### src/rtl/splitting_4kb_resp_merger.sv
// Rejoins B and R responses of AXI bursts split at a 4KB boundary into one master transaction.
// Optional macro SPLIT_MERGER_R_ERR_STICKY_EN: worst RESP of a split read carries forward to later beats.
module splitting_4kb_resp_merger #(
  parameter int DATA_WIDTH  = 32,
  parameter int RESP_WIDTH  = 2,
  parameter int OUTST_DEPTH = 4
) (
  input  logic                  ACLK_i,
  input  logic                  ARESETn_i,
  input  logic                  aw_push_i,
  input  logic                  aw_cross_i,
  output logic                  aw_info_full_o,
  input  logic                  ar_push_i,
  input  logic                  ar_cross_i,
  output logic                  ar_info_full_o,
  input  logic [RESP_WIDTH-1:0] sB_resp_i,
  input  logic                  sB_valid_i,
  output logic                  sB_ready_o,
  output logic [RESP_WIDTH-1:0] mB_resp_o,
  output logic                  mB_valid_o,
  input  logic                  mB_ready_i,
  input  logic [DATA_WIDTH-1:0] sR_data_i,
  input  logic [RESP_WIDTH-1:0] sR_resp_i,
  input  logic                  sR_last_i,
  input  logic                  sR_valid_i,
  output logic                  sR_ready_o,
  output logic [DATA_WIDTH-1:0] mR_data_o,
  output logic [RESP_WIDTH-1:0] mR_resp_o,
  output logic                  mR_last_o,
  output logic                  mR_valid_o,
  input  logic                  mR_ready_i
);
  localparam int PW = $clog2(OUTST_DEPTH);
  localparam logic [PW:0] DEPTH_CNT = (PW+1)'(OUTST_DEPTH);

  typedef enum logic {B_FIRST, B_SECOND} b_state_t;
  typedef enum logic {R_FIRST, R_SECOND} r_state_t;

  logic [OUTST_DEPTH-1:0] w_mem, r_mem;
  logic [PW:0]            w_wr, w_rd, r_wr, r_rd;
  logic                   w_full, w_empty, w_head, w_push, w_pop;
  logic                   r_full, r_empty, r_head, r_push, r_pop;

  assign w_full         = ((w_wr - w_rd) == DEPTH_CNT);
  assign w_empty        = (w_wr == w_rd);
  assign w_head         = w_mem[w_rd[PW-1:0]];
  assign w_push         = aw_push_i && !w_full;
  assign r_full         = ((r_wr - r_rd) == DEPTH_CNT);
  assign r_empty        = (r_wr == r_rd);
  assign r_head         = r_mem[r_rd[PW-1:0]];
  assign r_push         = ar_push_i && !r_full;
  assign aw_info_full_o = w_full;
  assign ar_info_full_o = r_full;

  always_ff @(posedge ACLK_i or negedge ARESETn_i) begin
    if (!ARESETn_i) begin
      w_mem <= '0;
      w_wr  <= '0;
      w_rd  <= '0;
      r_mem <= '0;
      r_wr  <= '0;
      r_rd  <= '0;
    end else begin
      if (w_push) begin
        w_mem[w_wr[PW-1:0]] <= aw_cross_i;
        w_wr                <= w_wr + 1'b1;
      end
      if (w_pop) w_rd <= w_rd + 1'b1;
      if (r_push) begin
        r_mem[r_wr[PW-1:0]] <= ar_cross_i;
        r_wr                <= r_wr + 1'b1;
      end
      if (r_pop) r_rd <= r_rd + 1'b1;
    end
  end

  // Write response path
  b_state_t              b_state, b_next;
  logic [RESP_WIDTH-1:0] b_acc, b_load_resp;
  logic                  b_absorb, b_hs, b_load;

  always_comb begin
    b_next      = b_state;
    b_load      = 1'b0;
    w_pop       = 1'b0;
    b_absorb    = (b_state == B_FIRST) && w_head;
    sB_ready_o  = !w_empty && (b_absorb || !mB_valid_o || mB_ready_i);
    b_hs        = sB_valid_i && sB_ready_o;
    b_load_resp = sB_resp_i;
    if (b_state == B_SECOND && b_acc > sB_resp_i) b_load_resp = b_acc;
    if (b_hs) begin
      if (b_state == B_SECOND) begin
        b_load = 1'b1;
        w_pop  = 1'b1;
        b_next = B_FIRST;
      end else if (w_head) begin
        b_next = B_SECOND;
      end else begin
        b_load = 1'b1;
        w_pop  = 1'b1;
      end
    end
  end

  always_ff @(posedge ACLK_i or negedge ARESETn_i) begin
    if (!ARESETn_i) begin
      b_state    <= B_FIRST;
      b_acc      <= '0;
      mB_resp_o  <= '0;
      mB_valid_o <= 1'b0;
    end else begin
      b_state <= b_next;
      if (b_hs && b_absorb) b_acc <= sB_resp_i;
      if (b_load) begin
        mB_resp_o  <= b_load_resp;
        mB_valid_o <= 1'b1;
      end else if (mB_ready_i) begin
        mB_valid_o <= 1'b0;
      end
    end
  end

  // Read response path
  r_state_t              r_state, r_next;
  logic [RESP_WIDTH-1:0] r_resp_out;
  logic                  r_split_first, r_hs;

  always_comb begin
    r_next        = r_state;
    r_pop         = 1'b0;
    r_split_first = (r_state == R_FIRST) && r_head;
    sR_ready_o    = !r_empty && (!mR_valid_o || mR_ready_i);
    r_hs          = sR_valid_i && sR_ready_o;
    if (r_hs && sR_last_i) begin
      if (r_split_first) begin
        r_next = R_SECOND;
      end else begin
        r_pop  = 1'b1;
        r_next = R_FIRST;
      end
    end
  end

`ifdef SPLIT_MERGER_R_ERR_STICKY_EN
  logic [RESP_WIDTH-1:0] r_err_acc;

  assign r_resp_out = (r_err_acc > sR_resp_i) ? r_err_acc : sR_resp_i;

  // Only split reads accumulate, so a plain burst never inherits an older error.
  always_ff @(posedge ACLK_i or negedge ARESETn_i) begin
    if (!ARESETn_i) begin
      r_err_acc <= '0;
    end else if (r_hs) begin
      if (r_pop) r_err_acc <= '0;
      else if (r_split_first || r_state == R_SECOND) r_err_acc <= r_resp_out;
    end
  end
`else
  assign r_resp_out = sR_resp_i;
`endif

  always_ff @(posedge ACLK_i or negedge ARESETn_i) begin
    if (!ARESETn_i) begin
      r_state    <= R_FIRST;
      mR_data_o  <= '0;
      mR_resp_o  <= '0;
      mR_last_o  <= 1'b0;
      mR_valid_o <= 1'b0;
    end else begin
      r_state <= r_next;
      if (r_hs) begin
        mR_data_o  <= sR_data_i;
        mR_resp_o  <= r_resp_out;
        mR_last_o  <= sR_last_i && !r_split_first;
        mR_valid_o <= 1'b1;
      end else if (mR_ready_i) begin
        mR_valid_o <= 1'b0;
      end
    end
  end
endmodule

### config.mk
export PLATFORM = sky130hd
export DESIGN_NAME = splitting_4kb_resp_merger
export DESIGN_NICKNAME = d
export VERILOG_FILES = /design/src/rtl/splitting_4kb_resp_merger.sv
export SDC_FILE = /design/constraint.sdc
export NUM_CORES = 1
export LEC_CHECK = 0
export CAP_MARGIN = 20
export CORE_UTILIZATION = 44
export DETAILED_ROUTE_END_ITERATION = 12
export HOLD_SLACK_MARGIN = 0.1
export PLACE_DENSITY = 0.81
export SYNTH_ARGS = -nofsm -noshare
export SYNTH_HDL_FRONTEND = slang
export SYNTH_SLANG_ARGS = --single-unit
### constraint.sdc
create_clock -name ACLK_i -period 2.8 [get_ports ACLK_i]
set_input_delay 0.56 -clock ACLK_i [delete_from_list [all_inputs] [get_ports ACLK_i]]
set_output_delay 0.56 -clock ACLK_i [all_outputs]
set_load 0.01 [all_outputs]
After elaboration in Yosys (flattened, before gate mapping)
Cells that the tools add are included.
{ "totals": {"ff_bits": 63, "mem_bits_rw": 0, "out_inout_bits": 43, "mem_count": 0, "latch_bits": 0, "romBits": 0} }
{ "op_classes": {"mux": 23, "mul": 0, "bitwise": 2, "order_cmp": 7, "add_sub_neg": 6, "n_eq_ne": 4, "shift": 0, "n_div": 0, "reduce_logical": 26} }
{ "ops": {"columns": ["operator", "n"], "rows": [
  ["$mux W1", 16],
  ["$logic_and A1 B1 Y1", 14],
  ["$add A3 B1 Y3 const B", 4],
  ["$lt A2 B3 Y1 const B", 4],
  ["$bwmux W4", 2],
  ["$logic_not A1 Y1", 7],
  ["$eq A3 B3 Y1", 2],
  ["$eq A3 B3 Y1 const B", 2],
  ["$sub A3 B3 Y3", 2],
  ["$bmux W1 S2", 2],
  ["$demux W1 S2", 2],
  ["$ge A2 B1 Y1 const B", 2],
  ["$reduce_bool A2 Y1", 2],
  ["$logic_or A1 B1 Y1", 3],
  ["$gt A2 B2 Y1", 1],
  ["$mux W2", 1],
  ["$not A1 Y1", 2]
]} }

Logic depth before layout (Yosys ltp)
{ "depth": {"ltp_word": 9, "mapped_depth": 9, "mapped_depth_nobuf": 6} }

Worst setup path before layout
Ideal clock, no wire load.
{ "synth_path": {"path_type": "register to register", "start": "register r_wr[0]", "end": "register mR_data_o[23]", "slack_ns": 0.791, "n_path_buf": 3, "setup_ns": 0.125, "arrival_time_ns": 1.884, "stages_incl_launch_ff": 9, "t_required_ns": 2.675, "path_cell_list": "dfrtp_1 > inv_1 > ha_1 > and2_0 > clkbuf_2 > a211o_1 > buf_6 > buf_8 > mux2_4"} }
{ "synth_between": {"elab_chain_len": 4} }
{ "synth_rtl": {"columns": ["element", "line_no", "rtl"], "rows": [
  ["from (decl)", "40", "logic [PW:0] w_wr, w_rd, r_wr, r_rd;"],
  ["from (signal assigned)", "71", "r_wr <= r_wr + 1'b1;"],
  ["$eq A3 B3 Y1", "49", "assign r_empty = (r_wr == r_rd);"],
  ["$logic_not A1 Y1", "132", "sR_ready_o = !r_empty && (!mR_valid_o || mR_ready_i);"],
  ["$logic_and A1 B1 Y1", "132", null],
  ["$logic_and A1 B1 Y1", "133", "r_hs = sR_valid_i && sR_ready_o;"],
  ["to (signal assigned)", "172", "mR_data_o <= sR_data_i;"],
  ["to (decl)", "27", "output logic [DATA_WIDTH-1:0] mR_data_o,"]
]} }
No other way between the ends.
A chain may end at the register's enable or synchronous reset.

Worst setup path after layout
{ "layout_path": {"start": "register r_wr[0]", "end": "output port ar_info_full_o"} }
{ "layout_between": {"elab_chain_len": 2} }
{ "layout_rtl": {"columns": ["element", "line_no", "rtl"], "rows": [
  ["$sub A3 B3 Y3", "48", "assign r_full = ((r_wr - r_rd) == DEPTH_CNT);"],
  ["$eq A3 B3 Y1", "48", null],
  ["to (decl)", "15", "output logic ar_info_full_o,"]
]} }
No other way between the ends.

==> impl_metrics.yaml <==
cts:
  cts_root_buf: "clkbuf_8"
  htree_levels: 3
  cts-hold-fix-buffers: 0
  cts_tree: "built"
  cts_sinks: 63
  clk_latency_ns: 0.33
  cts_buffers: 9
  path_clk_slew_ns: 0.07
  clockBufferDepth: 2
synth:
  yosysWarnings: 0
  synth_nets: 275
  yosysUniqueCellTypes: 41
  synth.area.top_cells: "dfrtp_1, mux2_4, mux2_2"
  postSynthAreaPerCell_sq_um: 14.4
  ys_ff_latch: 63
  yosysTopAreaCell: "dfrtp_1"
  syn_area_sq_um: 3050
  synth-edff-count: 0
  netlist.area_leader.share_pct: 51.7
  ys_seq_area_share_pct: 51.7
  ys_async_sr_fraction_pct: 100
  synth_top_flop_cell: "dfrtp_1"
  synth_cells: 212
job:
  cap_violations: 0
place:
  dpl.cell_count: 379
  globalplace.congestion: 0.707
  hpwl_mm: 4.35
  port_buffers: 89
  dpl_worst_slack_ns: 0.289
grt:
  track_usage_pct: 17.5
  grt_max_degree: 36
  grt_pass1_vias: 2070
  antenna_found_initial: 0
  grt_util_met1_pct: 20.2
  gr-usage-met2_pct: 30.6
  grt_overflow: 0
  use_met3_pct: 5.74
  busiest_layer: "met2"
  grt_pass1_wl_mm: 9.70
final_layout:
  drive_gt1_share_pct: 27.0
  final_cells: 399
  seq_area_sq_um: 1580
  diodes: 0
  area_growth_pct: 39.5
  multi_input_area_sq_um: 1370
  nets: 380
  layout_common_cells: "clkdlybuf4s50_1, dfrtp_1, mux2_4"
  mostFrequentLayoutCell: "clkdlybuf4s50_1"
  fill_cells: 519
critical_path:
  cp-end-kind: "output pin"
  r2r_cells: 7
  cpMaxStageDelayCell: "clkdlybuf4s50_1"
  path_buf_inv: 2
  start_kind: "register"
  critPathMaxStageDelay_ns: 0.52
  crit_fanout: 4
  cp.arrival_ns: 2.12
  crit_type: "reg2out"
  path_delay_family: "buffers and inverters"
  path_cells: "inv_1, ha_1, nor2b_1, xnor2_2, and2_1, clkdlybuf4s50_1"
  cp.depth: 6
  rrSetupSlack_ns: 0.59
  crit_required_ns: 2.24
sta:
  finalHoldViolCount: 0
  fmax_mhz: 373
  fin_crit_sh_pct: 95.8
  worst_clock_skew_ns: 0.00862
  setup_slack_ns: 0.117
  slew_violations: 0
  whs_ns: 0.251
  period_needed_ns: 2.68
  max_slew.worst_pin.slew_ns: 0.659
  slew_headroom_pct: 56.1
  setup_viol: 0
detailed_routing:
  drt-initial-drc-count: 65
  dr_total_vias: 2010
  final_antenna_net_count: 0
  drc_errors: 0
  firstDrtPassIters: 4
  post_drt_via_cell_ratio: 5.04
  wire_per_inst_um: 14.8
  routed_wl_mm: 5.90
outcome:
  status: "finished, final reports clean"
floorplanning:
  num_io_pins: 90
  core_area_sq_um: 6530
  fp.dieH_um: 85.3
  initial_core_util_pct: 46.7
  die_area_sq_um: 7270
  die_w_um: 85.3
  rows: 29
pwr:
  cellLeakagePower_nw: 1.98
  ir_drop_v: 0.000509
  power.total_w: 0.00526
  power_density_nw_per_um2: 1240
min_path:
  min_path_type: "in2async"
## cell families after synthesis
group	after synthesis	share of synthesized area, %
muxes	56	23.9
adders and majority gates	16	6.56
DFF	63	51.7
xor gates and xnor gates	12	3.94
and+or+nand+nor	27	4.67
AOI/OAI and AO/OA	21	5.41
buffers and inverters	17	3.81
## per-layer routing
| metal | vias to the layer above | part of all wire, % |
|---|---|---|
| met5 | - | 0 |
| met3 | 5 | 4.9 |
| met1 | 1002 | 43 |
| li1 | 948 | - |
| met4 | 0 | 0.75 |
| met2 | 55 | 51 |
## flip-flops by register name, summed over array words and instances (netlist names), 2 cells and up
name	cells
b_acc	2
mB_resp_o	2
mR_data_o	32
mR_resp_o	2
r_mem	4
r_rd	3
r_wr	3
w_mem	4
w_rd	3
w_wr	3
## path summary, 6_finish.rpt
kind                           start              to
hold / removal             ARESETn_i        b_acc[0]
setup reg to reg             r_wr[0]   mR_data_o[30]
hold reg to reg             w_mem[3]        w_mem[3]
setup / recovery             r_wr[0]  ar_info_full_o
max in group asynchronous  ARESETn_i   mR_data_o[10]
min in group ACLK_i         w_mem[3]        w_mem[3]
## synthesized netlist by cell type (2+ instances only)
cell      instances
xnor2_1           6
mux2i_1           4
buf_12            2
nor2b_1           4
nor2_1            3
ha_1             16
nand2_1           9
o22ai_1           2
a21oi_1           4
xor2_1            4
nand2b_1          2
dfrtp_1          63
mux2_4           28
or3_1             2
inv_1            12
o211a_1           4
mux2_2           23
## worst register-to-register path: cells and delay by family (launching register included)
family / cells / cell delay [ns]
DFF: 1 / 0.40
buffers and inverters: 3 / 0.59
muxes: 1 / 0.36
and+or+nand+nor: 1 / 0.19
adders and majority gates: 1 / 0.25
AOI/OAI and AO/OA: 1 / 0.31
## what timing repair did
action | CTS | global route
buffers inserted | 0 | 4
setup endpoints to repair | 1 | 2
resized for setup | 1 | 0
pin swaps | 0 | 1
## cell type report
| class | instances | share of cell area, % |
|---|---|---|
| clock buffers | 10 | 3.23 |
| clock inverters | 6 | 1.41 |
| inverters | 12 | 1.06 |
| multi-input cells | 132 | 32.1 |
| flip-flops and latches | 63 | 37.0 |
| well taps | 77 | 2.26 |
| repair buffers | 99 | 22.9 |
## through the flow
stage               util [%]  area (sq um)  TNS [ns]
floorplan                  -          3050         0
global placement        61.6          4020         0
detailed placement      61.6          4020         0
CTS                     64.7          4230         0
global route            65.2          4260   -0.0112
finish                  65.2          4260         0
## power breakdown
| part | switching [W] | internal [W] |
|---|---|---|
| Sequential | 0.000318 | 0.00139 |
| Combinational | 0.00109 | 0.00169 |
| Clock | 0.000350 | 0.000430 |
No activity file was read; power rests on OpenSTA's default activity.
